--- src/rtl/count_sequencer_if.sv ---
// Control/status bundle between the requesting logic and count_sequencer.
// The master side issues start/target/step2/pause/abort; the slave side returns count/busy/done/err.
interface count_sequencer_if #(
  parameter int WIDTH = 4
);
  logic             start;
  logic [WIDTH-1:0] target;
  logic             step2;
  logic             pause;
  logic             abort;
  logic [WIDTH-1:0] count;
  logic             busy;
  logic             done;
  logic             err;

  modport master (
    output start, target, step2, pause, abort,
    input  count, busy, done, err
  );

  modport slave (
    input  start, target, step2, pause, abort,
    output count, busy, done, err
  );
endinterface

--- src/rtl/count_sequencer.sv ---
// Sequencer FSM that counts 0..target in steps of 1 or 2, with pause and abort.
// Define COUNT_SEQ_TIMEOUT_EN to add a hold timeout that pulses err after HOLD_LIMIT HOLD cycles.
module count_sequencer #(
  parameter int WIDTH      = 4,
  parameter int HOLD_LIMIT = 8
) (
  input  logic             clk,
  input  logic             nReset,
  count_sequencer_if.slave bus
);
  typedef enum logic [1:0] {IDLE, RUN, HOLD, DONE} state_t;

  localparam logic [WIDTH:0] STEP_ONE = (WIDTH+1)'(1);
  localparam logic [WIDTH:0] STEP_TWO = (WIDTH+1)'(2);

  state_t           state_reg, state_next;
  logic [WIDTH-1:0] count_reg, count_next;
  logic [WIDTH-1:0] target_reg, target_next;
  logic             step2_reg, step2_next;
  logic             busy_reg, done_reg, err_reg, err_next;
  logic [WIDTH:0]   sum;
  logic             timeout;

  // One extra bit so a step past the top of the range saturates instead of wrapping.
  assign sum = {1'b0, count_reg} + (step2_reg ? STEP_TWO : STEP_ONE);

`ifdef COUNT_SEQ_TIMEOUT_EN
  localparam int HW = $clog2(HOLD_LIMIT + 1);
  localparam logic [HW-1:0] HOLD_LAST = HW'(HOLD_LIMIT - 1);

  logic [HW-1:0] hold_cnt_reg;

  // Counts HOLD cycles already spent; the HOLD_LIMIT-th cycle is the one that times out.
  always_ff @(posedge clk or negedge nReset) begin
    if (!nReset) begin
      hold_cnt_reg <= '0;
    end else if (state_reg == HOLD && state_next == HOLD) begin
      hold_cnt_reg <= hold_cnt_reg + 1'b1;
    end else begin
      hold_cnt_reg <= '0;
    end
  end

  assign timeout = (hold_cnt_reg == HOLD_LAST);
`else
  assign timeout = 1'b0;
`endif

  always_comb begin
    state_next  = state_reg;
    count_next  = count_reg;
    target_next = target_reg;
    step2_next  = step2_reg;
    err_next    = 1'b0;
    case (state_reg)
      IDLE: begin
        if (bus.start) begin
          target_next = bus.target;
          step2_next  = bus.step2;
          count_next  = '0;
          state_next  = (bus.target == '0) ? DONE : RUN;
        end
      end
      RUN: begin
        if (bus.abort) begin
          state_next = IDLE;
        end else if (bus.pause) begin
          state_next = HOLD;
        end else if (sum >= {1'b0, target_reg}) begin
          count_next = target_reg;
          state_next = DONE;
        end else begin
          count_next = sum[WIDTH-1:0];
        end
      end
      HOLD: begin
        if (bus.abort) begin
          state_next = IDLE;
        end else if (!bus.pause) begin
          state_next = RUN;
        end else if (timeout) begin
          state_next = IDLE;
          err_next   = 1'b1;
        end
      end
      DONE: begin
        state_next = IDLE;
      end
      default: begin
        state_next = IDLE;
      end
    endcase
  end

  // Status flags are decoded from the next state so they line up with state_reg.
  always_ff @(posedge clk or negedge nReset) begin
    if (!nReset) begin
      state_reg  <= IDLE;
      count_reg  <= '0;
      target_reg <= '0;
      step2_reg  <= 1'b0;
      busy_reg   <= 1'b0;
      done_reg   <= 1'b0;
      err_reg    <= 1'b0;
    end else begin
      state_reg  <= state_next;
      count_reg  <= count_next;
      target_reg <= target_next;
      step2_reg  <= step2_next;
      busy_reg   <= (state_next == RUN) || (state_next == HOLD);
      done_reg   <= (state_next == DONE);
      err_reg    <= err_next;
    end
  end

  assign bus.count = count_reg;
  assign bus.busy  = busy_reg;
  assign bus.done  = done_reg;
  assign bus.err   = err_reg;
endmodule

--- src/flat_wrapper.sv ---
// flat-port wrapper written by rule: the top's interface ports become plain ports
module count_sequencer_flat 
#(
  parameter int WIDTH      = 4,
  parameter int HOLD_LIMIT = 8
)
  (clk, nReset, bus_start, bus_target, bus_step2, bus_pause, bus_abort, bus_count, bus_busy, bus_done, bus_err);
  count_sequencer_if #(.WIDTH(WIDTH)) bus_i ();
  input  logic clk;
  input  logic nReset;
  input wire logic [$bits(bus_i.start)-1:0] bus_start;
  input wire logic [$bits(bus_i.target)-1:0] bus_target;
  input wire logic [$bits(bus_i.step2)-1:0] bus_step2;
  input wire logic [$bits(bus_i.pause)-1:0] bus_pause;
  input wire logic [$bits(bus_i.abort)-1:0] bus_abort;
  output wire logic [$bits(bus_i.count)-1:0] bus_count;
  output wire logic [$bits(bus_i.busy)-1:0] bus_busy;
  output wire logic [$bits(bus_i.done)-1:0] bus_done;
  output wire logic [$bits(bus_i.err)-1:0] bus_err;
  assign bus_i.start = bus_start;
  assign bus_i.target = bus_target;
  assign bus_i.step2 = bus_step2;
  assign bus_i.pause = bus_pause;
  assign bus_i.abort = bus_abort;
  assign bus_count = bus_i.count;
  assign bus_busy = bus_i.busy;
  assign bus_done = bus_i.done;
  assign bus_err = bus_i.err;
  count_sequencer #(.WIDTH(WIDTH), .HOLD_LIMIT(HOLD_LIMIT)) u_core (.clk(clk), .nReset(nReset), .bus(bus_i));
endmodule
--- config.mk ---
export PLATFORM = sky130hd
export DESIGN_NAME = count_sequencer_flat
export DESIGN_NICKNAME = d
export VERILOG_FILES = /design/src/rtl/count_sequencer_if.sv /design/src/rtl/count_sequencer.sv /design/src/flat_wrapper.sv
export SDC_FILE = /design/constraint.sdc
export NUM_CORES = 1
export LEC_CHECK = 0
export BUFFER_PORTS_ARGS = -buffer_cell sky130_fd_sc_hd__buf_2
export CORE_UTILIZATION = 40
export CTS_CLUSTER_SIZE = 28
export DETAILED_ROUTE_END_ITERATION = 8
export PLACE_DENSITY = 0.68
export RECOVER_POWER = 100
export SLEW_MARGIN = 20
export SYNTH_ARGS = -nofsm -noshare
export SYNTH_HDL_FRONTEND = slang
export SYNTH_SLANG_ARGS = --single-unit
export TNS_END_PERCENT = 10
--- constraint.sdc ---
create_clock -name clk -period 5.3 [get_ports clk]
set_input_delay 0.53 -clock clk [delete_from_list [all_inputs] [get_ports clk]]
set_output_delay 0.53 -clock clk [all_outputs]
set_load 0.03 [all_outputs]
==> flow_summary_export.csv <==
group,metric,value,unit
status,status,"completed",
clock_tree,cts_setup_buffers,0,
worst_setup_path,cp-start-kind,"register",
synth,syn_avg_cell_area,10.2,µm²
worst_setup_path,critPathBufInv,1,
sta,setup_ws,1.84,ns
floorplanning,coreArea,1780,µm²
clock_tree,cts_max_level,1,
worst_setup_path,crit_type,"reg2reg",
power_and_ir_drop,power_leakage,0.436,nW
finish,diodes,0,
routing,drtPass1Iterations,4,
floorplanning,io_pins,17,
grt,antenna_found_initial,0,
sta,holdWs,0.272,ns
clock_tree,clk_pin_slew,0.09,ns
floorplanning,die_w,46.3,µm
placed_design,dp.cells,115,
placed_design,post-place-ws,2.20,ns
sta,setup_viol,0,
worst_setup_path,crit_family,"adder cells",
grt,grt_max_degree,14,
routing,drt-total-wl,1500,µm
sta,hold_viol_final,0,
clock_tree,cts_sinks,13,
sta,grt_setup_unrepaired,"false",
finish,fin_cells,119,
worst_setup_path,r2r_slack,1.84,ns
floorplanning,dieArea,2140,µm²
synth,synth_cell_types,30,
clock_tree,clockBufferDepth,2,
synth,synth-seq-area-share,41.5,%
power_and_ir_drop,vdd_drop_max,0.394,mV
sta,min_period_over_period,65.3,%
floorplanning,num_rows,15,
routing,ant_nets,0,
routing,drt_iter0_drc,14,
grt,grt.total_usage,17.8,%
synth,ys_ff_latch,13,
clock_tree,cts_tree,"built",
routing,vias,621,
synth,syn_inst,77,
clock_tree,clock_latency,0.28,ns
worst_setup_path,cp.arrival,3.63,ns
finish,fillers,178,
sta,worst_slew_pin_slew,0.813,ns
sta,tns,0,ns
finish,final_nets,113,
clock_tree,cts_resized,0,
clock_tree,numCtsBuffers,3,
worst_setup_path,slowest_delay,0.64,ns
placed_design,place.gp.congestion,0.745,
worst_setup_path,reg2reg_to,"u_core.bus.busy",
grt,globalRouteOverflowTotal,0,
run,drv_cap,0,
sta,fin_skew,0.00293,ns
worst_setup_path,slowest_stage,"o21ai_0",
sta,max_freq,289,MHz
routing,post_drt_wl_per_cell,12.6,µm
sta,slew_violations,0,
grt,grt_pass1_wl,2610,µm
clock_tree,clockRootBuffer,"clkbuf_4",
routing,avgViaCountPerCell,5.22,
worst_hold_path,hold_class,"in2async",
synth,synth_ff_type,"dfrtp_1",
routing,drc,0,
synth,netlist_area,785,µm²
worst_setup_path,endpoint_kind,"register",
worst_setup_path,path_common_cell,"ha_1",
grt,grt_pass1_vias,640,
worst_setup_path,worst-r2r-cell-count,12,
placed_design,io_buffers,15,
synth,yosys_warnings,0,
synth,synth_edf_count,0,
synth,synth_async_sr_flop_share,100,%
worst_setup_path,r2r_start,"u_core.step2_reg",
sta,post-route-min-period,3.46,ns
clock_tree,ctsHoldBuffers,0,
synth,synth_fp_nets,95,
finish,final_util,50.1,%
finish,syn2layout_area_growth,13.9,%
placed_design,dp_hpwl,1180,µm
worst_setup_path,cp.required,5.47,ns
worst_setup_path,critPathMaxFanout,5,
worst_setup_path,path_cells,"inv_1 -> ha_1 -> fa_1 -> nor2b_1 -> or2_2 -> ha_1 -> o21a_1 -> nor2_1 -> o21ai_0 -> nor2_1 -> o41ai_1 -> ha_1",
power_and_ir_drop,power_density,675,nW/µm²
floorplanning,die_y,46.3,µm
finish,drive_above_1_share,16.0,%
sta,slew_headroom,45.2,%
floorplanning,initial_utilization,44.0,%
-- placed cells by master, fill, tap and decap left out --
cell type / netlist / final
a2111oi_4: 1 / 1
a21o_1: 1 / 1
a21oi_1: 1 / 1
a32oi_1: 1 / 1
and2_1: 1 / 1
and3_1: 1 / 1
buf_2: 1 / 8
clkbuf_1: 0 / 7
clkbuf_4: 0 / 3
clkinv_2: 0 / 1
conb_1: 1 / 1
dfrtp_1: 13 / 13
fa_1: 1 / 1
ha_1: 7 / 7
inv_1: 7 / 7
mux2_1: 1 / 1
mux2i_1: 3 / 3
nand2_1: 10 / 10
nand2b_4: 1 / 1
nand3_1: 1 / 1
nor2_1: 4 / 4
nor2b_1: 3 / 3
nor4_1: 1 / 1
nor4b_1: 1 / 1
o21a_1: 1 / 1
o21ai_0: 6 / 8
o221ai_1: 1 / 1
o41ai_1: 3 / 3
or2_2: 1 / 1
xnor2_1: 1 / 1
-- logic make-up (layout without fill, tap and decap cells) --
| kind of cell | after synthesis | after routing | share of synthesized area [%] |
|---|---|---|---|
| compound gates | 17 | 17 | 17.2 |
| xor+xnor | 1 | 1 | 1.12 |
| fa+ha+maj | 8 | 8 | 13.7 |
| buf+inv | 9 | 26 | 4.94 |
| flops | 13 | 13 | 41.5 |
| mux | 4 | 4 | 5.26 |
| other cells | 1 | 1 | 0.478 |
| simple gates | 24 | 24 | 15.8 |
-- synth_stat cells (3+ instances only) --
library cell / count / area (µm²)
dfrtp_1: 13 / 325
ha_1: 7 / 87.6
inv_1: 7 / 26.3
mux2i_1: 3 / 30.0
nand2_1: 10 / 37.5
nor2_1: 4 / 15.0
nor2b_1: 3 / 18.8
o21ai_0: 6 / 30.0
o41ai_1: 3 / 26.3
-- power by group --
group | switching, W | total (W) | internal (W)
clock network | 0.0000346 | 0.0000626 | 0.0000280
logic | 0.000201 | 0.000362 | 0.000161
registers | 0.0000362 | 0.000178 | 0.000142
total | 0.000272 | 0.000603 | 0.000331
-- worst max path at each step --
stage	from	to	slack, ns	cells after the start
2_1_floorplan	u_core.bus.count[0]	u_core.bus.busy	2.29	11
3_3_place_gp	u_core.step2_reg	u_core.bus.busy	2.27	12
3_5_place_dp	u_core.step2_reg	u_core.bus.busy	2.20	12
4_1_cts	u_core.step2_reg	u_core.bus.busy	2.19	12
5_1_grt	u_core.step2_reg	u_core.bus.busy	1.56	12
6_report	u_core.step2_reg	u_core.bus.busy	1.84	12
-- area by class of cell --
| class | count | area, µm² | area share, % |
|---|---|---|---|
| clock inverter | 1 | 5.00 | 0.560 |
| clock buffer | 3 | 22.5 | 2.52 |
| inverter | 7 | 26.3 | 2.94 |
| multi-input combinational | 55 | 417 | 46.6 |
| tap | 25 | 31.3 | 3.50 |
| timing repair buffer | 15 | 66.3 | 7.42 |
| sequential | 13 | 325 | 36.4 |
-- routing by layer --
layer	vias to the layer above	track usage, %	routed length, µm
met5	-	0	0
met4	0	5.29	15
met3	4	5.88	63
met2	16	32.4	746
met1	296	19.4	670
li1	305	-	-
-- stage by stage --
stage	power (W)	area, µm²
floorplan	0.000484	785
global placement	0.000554	878
detailed placement	0.000561	878
CTS	0.000625	906
global route	0.000666	893
finish	0.000603	893
Power figures use the tool's default switching activity.
